**config.mk**
```make
export PLATFORM = sky130hd
export DESIGN_NAME = mmio_uart_tx_flat
export DESIGN_NICKNAME = d
export VERILOG_FILES = /design/src/rtl/mmio_uart_tx_pkg.sv /design/src/rtl/mmio_uart_tx_if.sv /design/src/rtl/mmio_uart_tx_fifo.sv /design/src/rtl/mmio_uart_tx.sv /design/src/flat_wrapper.sv
export SDC_FILE = /design/constraint.sdc
export NUM_CORES = 1
export LEC_CHECK = 0
export CAP_MARGIN = 20
export CORE_AREA = 2 2 140 115
export CTS_CLUSTER_DIAMETER = 120
export DETAILED_ROUTE_END_ITERATION = 6
export DIE_AREA = 0 0 142 117
export PLACE_DENSITY = 0.63
export SLEW_MARGIN = 10
export SYNTH_ARGS = -nofsm -noshare
export SYNTH_HDL_FRONTEND = slang
export SYNTH_SLANG_ARGS = --single-unit
```
**constraint.sdc**
```tcl
create_clock -name clk -period 8.05 [get_ports clk]
set_input_delay 1.2075 -clock clk [delete_from_list [all_inputs] [get_ports clk]]
set_output_delay 1.2075 -clock clk [all_outputs]
set_load 0.03 [all_outputs]
```
**src/rtl/mmio_uart_tx_pkg.sv**
```systemverilog
// Shared definitions for the memory-mapped UART transmitter: register offsets,
// STATUS bit positions and the serializer state encoding.
`timescale 1ns/1ps
package uart_pkg;

  // Word offsets within the 16-byte window, taken from a[3:2]
  localparam logic [1:0] REG_TXDATA = 2'd0;
  localparam logic [1:0] REG_STATUS = 2'd1;
  localparam logic [1:0] REG_DIV    = 2'd2;

  localparam int ST_EMPTY   = 0;
  localparam int ST_FULL    = 1;
  localparam int ST_BUSY    = 2;
  localparam int ST_OVERRUN = 3;
  localparam int ST_COUNT   = 4;

  typedef enum logic [2:0] {
    IDLE   = 3'd0,
    START  = 3'd1,
    DATA   = 3'd2,
    PARITY = 3'd3,
    STOP   = 3'd4
  } tx_state_t;

endpackage

```
**src/rtl/mmio_uart_tx_if.sv**
```systemverilog
// Core data-bus port of the UART: store strobe, address, store data, read data, hit.
// Both directions are single-cycle: a store lands on the rising edge while we=1,
// and rd/hit are purely combinational from a; there is no valid/ready backpressure.
`timescale 1ns/1ps
interface mmio_uart_tx_if;
  logic        we;
  logic [31:0] a;
  logic [31:0] wd;
  logic [31:0] rd;
  logic        hit;

  modport master (output we, output a, output wd, input rd, input hit);
  modport slave  (input we, input a, input wd, output rd, output hit);
endinterface

```
**src/rtl/mmio_uart_tx_fifo.sv**
```systemverilog
// Circular-buffer FIFO feeding the serializer; a push into a full FIFO is only
// accepted when a pop frees a slot on the same edge.
`timescale 1ns/1ps
module tx_fifo #(
  parameter int WIDTH = 8,
  parameter int DEPTH = 8
) (
  input  logic                       clk,
  input  logic                       reset,
  input  logic                       push,
  input  logic [WIDTH-1:0]           din,
  input  logic                       pop,
  output logic [WIDTH-1:0]           dout,
  output logic                       full,
  output logic                       empty,
  output logic [$clog2(DEPTH):0]     count
);
  localparam int AW = $clog2(DEPTH);

  logic [WIDTH-1:0] mem [DEPTH];
  logic [AW-1:0]    wr_ptr;
  logic [AW-1:0]    rd_ptr;
  logic             do_push;
  logic             do_pop;

  assign empty   = (count == '0);
  assign full    = (count == DEPTH[AW:0]);
  assign do_pop  = pop && !empty;
  assign do_push = push && (!full || do_pop);
  assign dout    = mem[rd_ptr];

  always_ff @(posedge clk) begin
    if (do_push) mem[wr_ptr] <= din;
  end

  // DEPTH is a power of two, so pointer wrap is plain overflow
  always_ff @(posedge clk or posedge reset) begin
    if (reset) begin
      wr_ptr <= '0;
      rd_ptr <= '0;
      count  <= '0;
    end else begin
      if (do_push) wr_ptr <= wr_ptr + 1'b1;
      if (do_pop)  rd_ptr <= rd_ptr + 1'b1;
      case ({do_push, do_pop})
        2'b10:   count <= count + 1'b1;
        2'b01:   count <= count - 1'b1;
        default: count <= count;
      endcase
    end
  end
endmodule

```
**src/rtl/mmio_uart_tx.sv**
```systemverilog
// Memory-mapped UART transmitter: register decode, TX FIFO and 8N1 serializer.
// Define UART_TX_PARITY_EN to insert an even-parity bit (8E1 frames).
`timescale 1ns/1ps
module mmio_uart_tx
  import uart_pkg::*;
#(
  parameter logic [31:0] BASE_ADDR  = 32'h0000_0100,
  parameter int          FIFO_DEPTH = 8,
  parameter int          DIV_WIDTH  = 16,
  parameter logic [DIV_WIDTH-1:0] DIV_RESET = DIV_WIDTH'(16)
) (
  input  logic                clk,
  input  logic                reset,
  mmio_uart_tx_if.slave       bus,
  output logic                tx,
  output tx_state_t           dbg_state
);
  localparam int CW = $clog2(FIFO_DEPTH) + 1;

  logic                 hit;
  logic [1:0]           off;
  logic                 wr;
  logic                 fifo_push;
  logic                 fifo_pop;
  logic [7:0]           fifo_dout;
  logic                 fifo_full;
  logic                 fifo_empty;
  logic [CW-1:0]        fifo_count;
  logic                 overrun;
  logic [DIV_WIDTH-1:0] div;
  logic [31:0]          status;
  logic [31:0]          rd_w;
  logic                 unused_bits;

  tx_state_t            state, state_n;
  logic [DIV_WIDTH-1:0] cnt, cnt_n;
  logic [2:0]           idx, idx_n;
  logic [7:0]           sh, sh_n;
  logic                 tx_q, tx_n;
  logic                 bit_done;
`ifdef UART_TX_PARITY_EN
  logic                 par_q, par_n;
`endif

  assign hit         = (bus.a[31:4] == BASE_ADDR[31:4]);
  assign off         = bus.a[3:2];
  assign wr          = bus.we && hit;
  assign fifo_push   = wr && (off == REG_TXDATA);
  assign bus.hit     = hit;
  assign unused_bits = ^{bus.a[1:0], bus.wd[31:DIV_WIDTH]};

  tx_fifo #(.WIDTH(8), .DEPTH(FIFO_DEPTH)) u_fifo (
    .clk   (clk),
    .reset (reset),
    .push  (fifo_push),
    .din   (bus.wd[7:0]),
    .pop   (fifo_pop),
    .dout  (fifo_dout),
    .full  (fifo_full),
    .empty (fifo_empty),
    .count (fifo_count)
  );

  // A push into a full FIFO is only lost when the serializer is not popping that edge
  always_ff @(posedge clk or posedge reset) begin
    if (reset) begin
      overrun <= 1'b0;
      div     <= DIV_RESET;
    end else begin
      if (fifo_push && fifo_full && !fifo_pop)
        overrun <= 1'b1;
      else if (wr && (off == REG_STATUS) && bus.wd[ST_OVERRUN])
        overrun <= 1'b0;
      if (wr && (off == REG_DIV))
        div <= bus.wd[DIV_WIDTH-1:0];
    end
  end

  always_comb begin
    status                 = '0;
    status[ST_COUNT +: CW] = fifo_count;
    status[ST_OVERRUN]     = overrun;
    status[ST_BUSY]        = (state != IDLE);
    status[ST_FULL]        = fifo_full;
    status[ST_EMPTY]       = fifo_empty;
  end

  always_comb begin
    rd_w = '0;
    if (hit) begin
      case (off)
        REG_STATUS: rd_w = status;
        REG_DIV:    rd_w[DIV_WIDTH-1:0] = div;
        default:    rd_w = '0;
      endcase
    end
  end
  assign bus.rd = rd_w;

  // cnt is reloaded from div only at bit boundaries, so a DIV store mid-bit
  // never stretches or shortens the bit in flight
  assign bit_done = (cnt == '0);

  always_comb begin
    state_n  = state;
    cnt_n    = cnt;
    idx_n    = idx;
    sh_n     = sh;
    tx_n     = tx_q;
    fifo_pop = 1'b0;
`ifdef UART_TX_PARITY_EN
    par_n    = par_q;
`endif
    case (state)
      IDLE: begin
        tx_n     = 1'b1;
        fifo_pop = !fifo_empty;
      end
      START: begin
        if (bit_done) begin
          state_n = DATA;
          idx_n   = '0;
          cnt_n   = div;
          tx_n    = sh[0];
        end else begin
          cnt_n = cnt - 1'b1;
        end
      end
      DATA: begin
        if (bit_done) begin
          cnt_n = div;
          if (idx == 3'd7) begin
`ifdef UART_TX_PARITY_EN
            state_n = PARITY;
            tx_n    = par_q;
`else
            state_n = STOP;
            tx_n    = 1'b1;
`endif
          end else begin
            idx_n = idx + 3'd1;
            sh_n  = {1'b0, sh[7:1]};
            tx_n  = sh[1];
          end
        end else begin
          cnt_n = cnt - 1'b1;
        end
      end
`ifdef UART_TX_PARITY_EN
      PARITY: begin
        if (bit_done) begin
          state_n = STOP;
          cnt_n   = div;
          tx_n    = 1'b1;
        end else begin
          cnt_n = cnt - 1'b1;
        end
      end
`endif
      STOP: begin
        if (bit_done) begin
          state_n  = IDLE;
          tx_n     = 1'b1;
          fifo_pop = !fifo_empty;
        end else begin
          cnt_n = cnt - 1'b1;
        end
      end
      default: begin
        state_n = IDLE;
        tx_n    = 1'b1;
      end
    endcase

    // Loading a byte always opens a start bit, from IDLE or straight out of STOP
    if (fifo_pop) begin
      state_n = START;
      sh_n    = fifo_dout;
      cnt_n   = div;
      tx_n    = 1'b0;
`ifdef UART_TX_PARITY_EN
      par_n   = ^fifo_dout;
`endif
    end
  end

  always_ff @(posedge clk or posedge reset) begin
    if (reset) begin
      state <= IDLE;
      cnt   <= '0;
      idx   <= '0;
      sh    <= '0;
      tx_q  <= 1'b1;
`ifdef UART_TX_PARITY_EN
      par_q <= 1'b0;
`endif
    end else begin
      state <= state_n;
      cnt   <= cnt_n;
      idx   <= idx_n;
      sh    <= sh_n;
      tx_q  <= tx_n;
`ifdef UART_TX_PARITY_EN
      par_q <= par_n;
`endif
    end
  end

  assign tx        = tx_q;
  assign dbg_state = state;
endmodule
```
**src/flat_wrapper.sv**
```systemverilog
// flat-port wrapper written by rule: the top's interface ports become plain ports
module mmio_uart_tx_flat import uart_pkg::*;
#(
  parameter logic [31:0] BASE_ADDR  = 32'h0000_0100,
  parameter int          FIFO_DEPTH = 8,
  parameter int          DIV_WIDTH  = 16,
  parameter logic [DIV_WIDTH-1:0] DIV_RESET = DIV_WIDTH'(16)
)
  (clk, reset, tx, dbg_state, bus_we, bus_a, bus_wd, bus_rd, bus_hit);
  mmio_uart_tx_if bus_i ();
  input  logic clk;
  input  logic reset;
  output logic tx;
  output tx_state_t dbg_state;
  input wire logic [$bits(bus_i.we)-1:0] bus_we;
  input wire logic [$bits(bus_i.a)-1:0] bus_a;
  input wire logic [$bits(bus_i.wd)-1:0] bus_wd;
  output wire logic [$bits(bus_i.rd)-1:0] bus_rd;
  output wire logic [$bits(bus_i.hit)-1:0] bus_hit;
  assign bus_i.we = bus_we;
  assign bus_i.a = bus_a;
  assign bus_i.wd = bus_wd;
  assign bus_rd = bus_i.rd;
  assign bus_hit = bus_i.hit;
  mmio_uart_tx #(.BASE_ADDR(BASE_ADDR), .FIFO_DEPTH(FIFO_DEPTH), .DIV_WIDTH(DIV_WIDTH), .DIV_RESET(DIV_RESET)) u_core (.clk(clk), .reset(reset), .bus(bus_i), .tx(tx), .dbg_state(dbg_state));
endmodule
```
==> flow_metrics.tcl <==
set metrics [dict create \
    status "completed" \
    yosys_warnings 0 \
    seqCellArea_sq_um 3376 \
    wire_per_inst_um 18.07 \
    postCtsResizedCells 0 \
    post-cts-setup-buffer-count 0 \
    cts_htree_levels 4 \
    grt_max_degree 59 \
    switching_power_mw 1.085 \
    cts.sinks 122 \
    insertion_delay_ps 420 \
    die_height_um 117 \
    synthesis.instances 458 \
    multi_input_area_sq_um 2382 \
    fin_nets 606 \
    vias_per_cell 5.530 \
    async_flop_share_pct 47.54 \
    slew_headroom_pct 39.27 \
    dp_slack_ps 2289 \
    track_usage_pct 17.11 \
    synth_top_area_share_pct 32.15 \
    drt-total-wl_um 13300 \
    met3WireLength_um 874 \
    hold_buffers 0 \
    clockBufferDepth 2 \
    p_int_mw 1.630 \
    maxUsedRoutingLayer "met4" \
    drv_cap 0 \
    hold_path.class "register to register" \
    powerDensity_nw_per_um2 367.5 \
    port_buffers 69 \
    wl_met1_um 6254 \
    hold_viol 0 \
    hpwl_um 9138 \
    maxSlewViolCount 0 \
    die_w_um 142 \
    yosysMostFrequentCell "edfxtp_1" \
    timing.setup.tns_ps 0 \
    worstMarginPinSlew_ps 910.9 \
    cts-root-buf "clkbuf_16" \
    cp-start-kind "input pin" \
    diodes 0 \
    globalplace.congestion 0.8314 \
    synth_edf_count 64 \
    postLayoutCellArea_sq_um 7387 \
    vdd_drop_max_mv 0.3139 \
    syn_avg_cell_area_sq_um 13.05 \
    grt_pass1_vias 4068 \
    synth_seq_area_share_pct 56.47 \
    ys_top_cells_by_count "64 x edfxtp_1, 56 x dfrtp_1, 36 x nor2_1" \
    synth_area_sq_um 5978 \
    pwr-share-comb_pct 42.5 \
    finalSetupViolCount 0 \
    cp.arrival_ps 3990 \
    power_frac_seq_pct 29.9 \
    crit_type "input pin to output port" \
    ys_ff_latch 122 \
    cp.required_ps 6840 \
    antenna_left 0 \
    rsz0062_at_grt "false" \
    dpl_cell_area_sq_um 6780 \
    drt_iter0_markers 348 \
    grt_pass1_wl_um 21430 \
    core_area_sq_um 15340 \
    min_period_ps 5200 \
    whs_ps 466.7 \
    cp-end-kind "output port" \
    leakagePower_nw 2.873 \
    clk_pin_slew_ps 60 \
    io_pins 104 \
    ys.flop_type "edfxtp_1" \
    num-fill-cells 1342 \
    synth_area_leader_cell "edfxtp_1" \
    vias 4070 \
    cts_tree "done" \
    cts_buffers 17 \
    drcViolationCount 0 \
    pwr-share-clk_pct 27.6 \
    synth_cell_types 70 \
    fmax_ghz 0.1923 \
    grt_overflow 0 \
    area_delta_synth_final_pct 23.57 \
    drive_gt1_share_pct 17.31 \
    route.met2.wl_um 5958 \
    core.rowCount 41 \
    fin_skew_ps 6.575 \
    die-area_sq_um 16610 \
    setup_slack_ps 2850 \
    crit_fanout 12 \
    synthTopCellsByArea "edfxtp_1 32%, dfrtp_1 23%, mux4_2 6.0%" \
    switching_share_pct 39.97 \
    period_share_pct 64.60 \
    power_mw 2.715 \
    drt_pass1_iterations 5 \
    antenna_found_initial 0 \
    start_util_pct 38.98 \
]
## kinds of logic after synthesis
| family | count (synthesis) | share of synthesized area [%] |
|---|---|---|
| DFF | 122 | 56.47 |
| buffers and inverters | 50 | 4.625 |
| adders and majority gates | 9 | 1.884 |
| muxes | 45 | 11.28 |
| and+or+nand+nor | 142 | 13.94 |
| xor gates and xnor gates | 8 | 1.172 |
| AOI/OAI and AO/OA | 81 | 10.57 |
| other | 1 | 0.06273 |
## final timing paths
check / startpoint / endpoint / slack, ps / cells past startpoint
max reg2reg: u_core.cnt[0] / u_core.u_fifo.mem[5][0] / 4300 / 8
min: u_core.tx / u_core.tx / 470 / 2
max in group asynchronous: reset / u_core.u_fifo.count[0] / 6220 / 3
min reg2reg: u_core.tx / u_core.tx / 470 / 2
max: bus_a[5] / bus_rd[7] / 2850 / 8
min in group asynchronous: reset / u_core.u_fifo.wr_ptr[1] / 1330 / 3
## state kept, by name, indices dropped and copies added (netlist names)
name / cells
u_core.cnt: 16
u_core.dbg_state: 3
u_core.div: 16
u_core.idx: 3
u_core.overrun: 1
u_core.sh: 8
u_core.tx: 1
u_core.u_fifo.count: 4
u_core.u_fifo.mem: 64
u_core.u_fifo.rd_ptr: 3
u_core.u_fifo.wr_ptr: 3
## cell usage in the layout, fill, tap and decap left out, types with 6 or more instances in the layout
| cell | instances |
|---|---|
| a21oi_1 | 15 |
| a221o_1 | 7 |
| a22oi_1 | 10 |
| and3_1 | 9 |
| buf_4 | 7 |
| clkbuf_16 | 19 |
| clkdlybuf4s50_1 | 69 |
| conb_1 | 16 |
| dfrtp_1 | 56 |
| edfxtp_1 | 64 |
| ha_1 | 9 |
| inv_1 | 11 |
| mux2_2 | 19 |
| mux2i_1 | 10 |
| mux4_2 | 16 |
| nand2_1 | 23 |
| nand2b_1 | 6 |
| nand3_1 | 10 |
| nand4_1 | 9 |
| nor2_1 | 36 |
| nor3_1 | 12 |
| nor4_1 | 10 |
| o21ai_0 | 13 |
| xnor2_1 | 6 |
## critical path: stages
cell	delay (ps)
clkdlybuf4s50_1	400
nor4_1	370
nand4_1	200
nor3_2	420
buf_4	280
nand2_1	200
nor2_1	210
clkdlybuf4s50_1	700
## layout make-up
cell class                 instances  share of cell area, %
sequential                       122                  45.70
multi-input combinational        301                  32.25
timing repair buffer              76                  10.06
clock buffer                      26                  7.334
tap                              193                  3.269
clock inverter                     6                 0.7791
inverter                          12                 0.6098
## per-layer routing
metal / vias to the layer above / GRT usage (%)
met5: - / 0
met4: 0 / 6.867
met3: 17 / 3.987
met2: 153 / 26.57
met1: 2030 / 23.51
li1: 1870 / -
## power by group through the flow
stage               logic, mW  clock network, mW  registers, mW
finish                   1.15              0.749          0.811
global route             1.26              0.791          0.822
CTS                      1.14              0.762          0.811
detailed placement       1.13                  0          0.821
global placement         1.12                  0          0.819
floorplan               0.949                  0          0.790
## stage by stage
stage,cells,utilization (%)
4_1_cts,735,48.11
3_5_place_dp,703,44.20
5_1_grt,736,48.16
2_1_floorplan,473,-
6_report,736,48.16
3_3_place_gp,703,44.20
(Power assumes the default switching activity.)
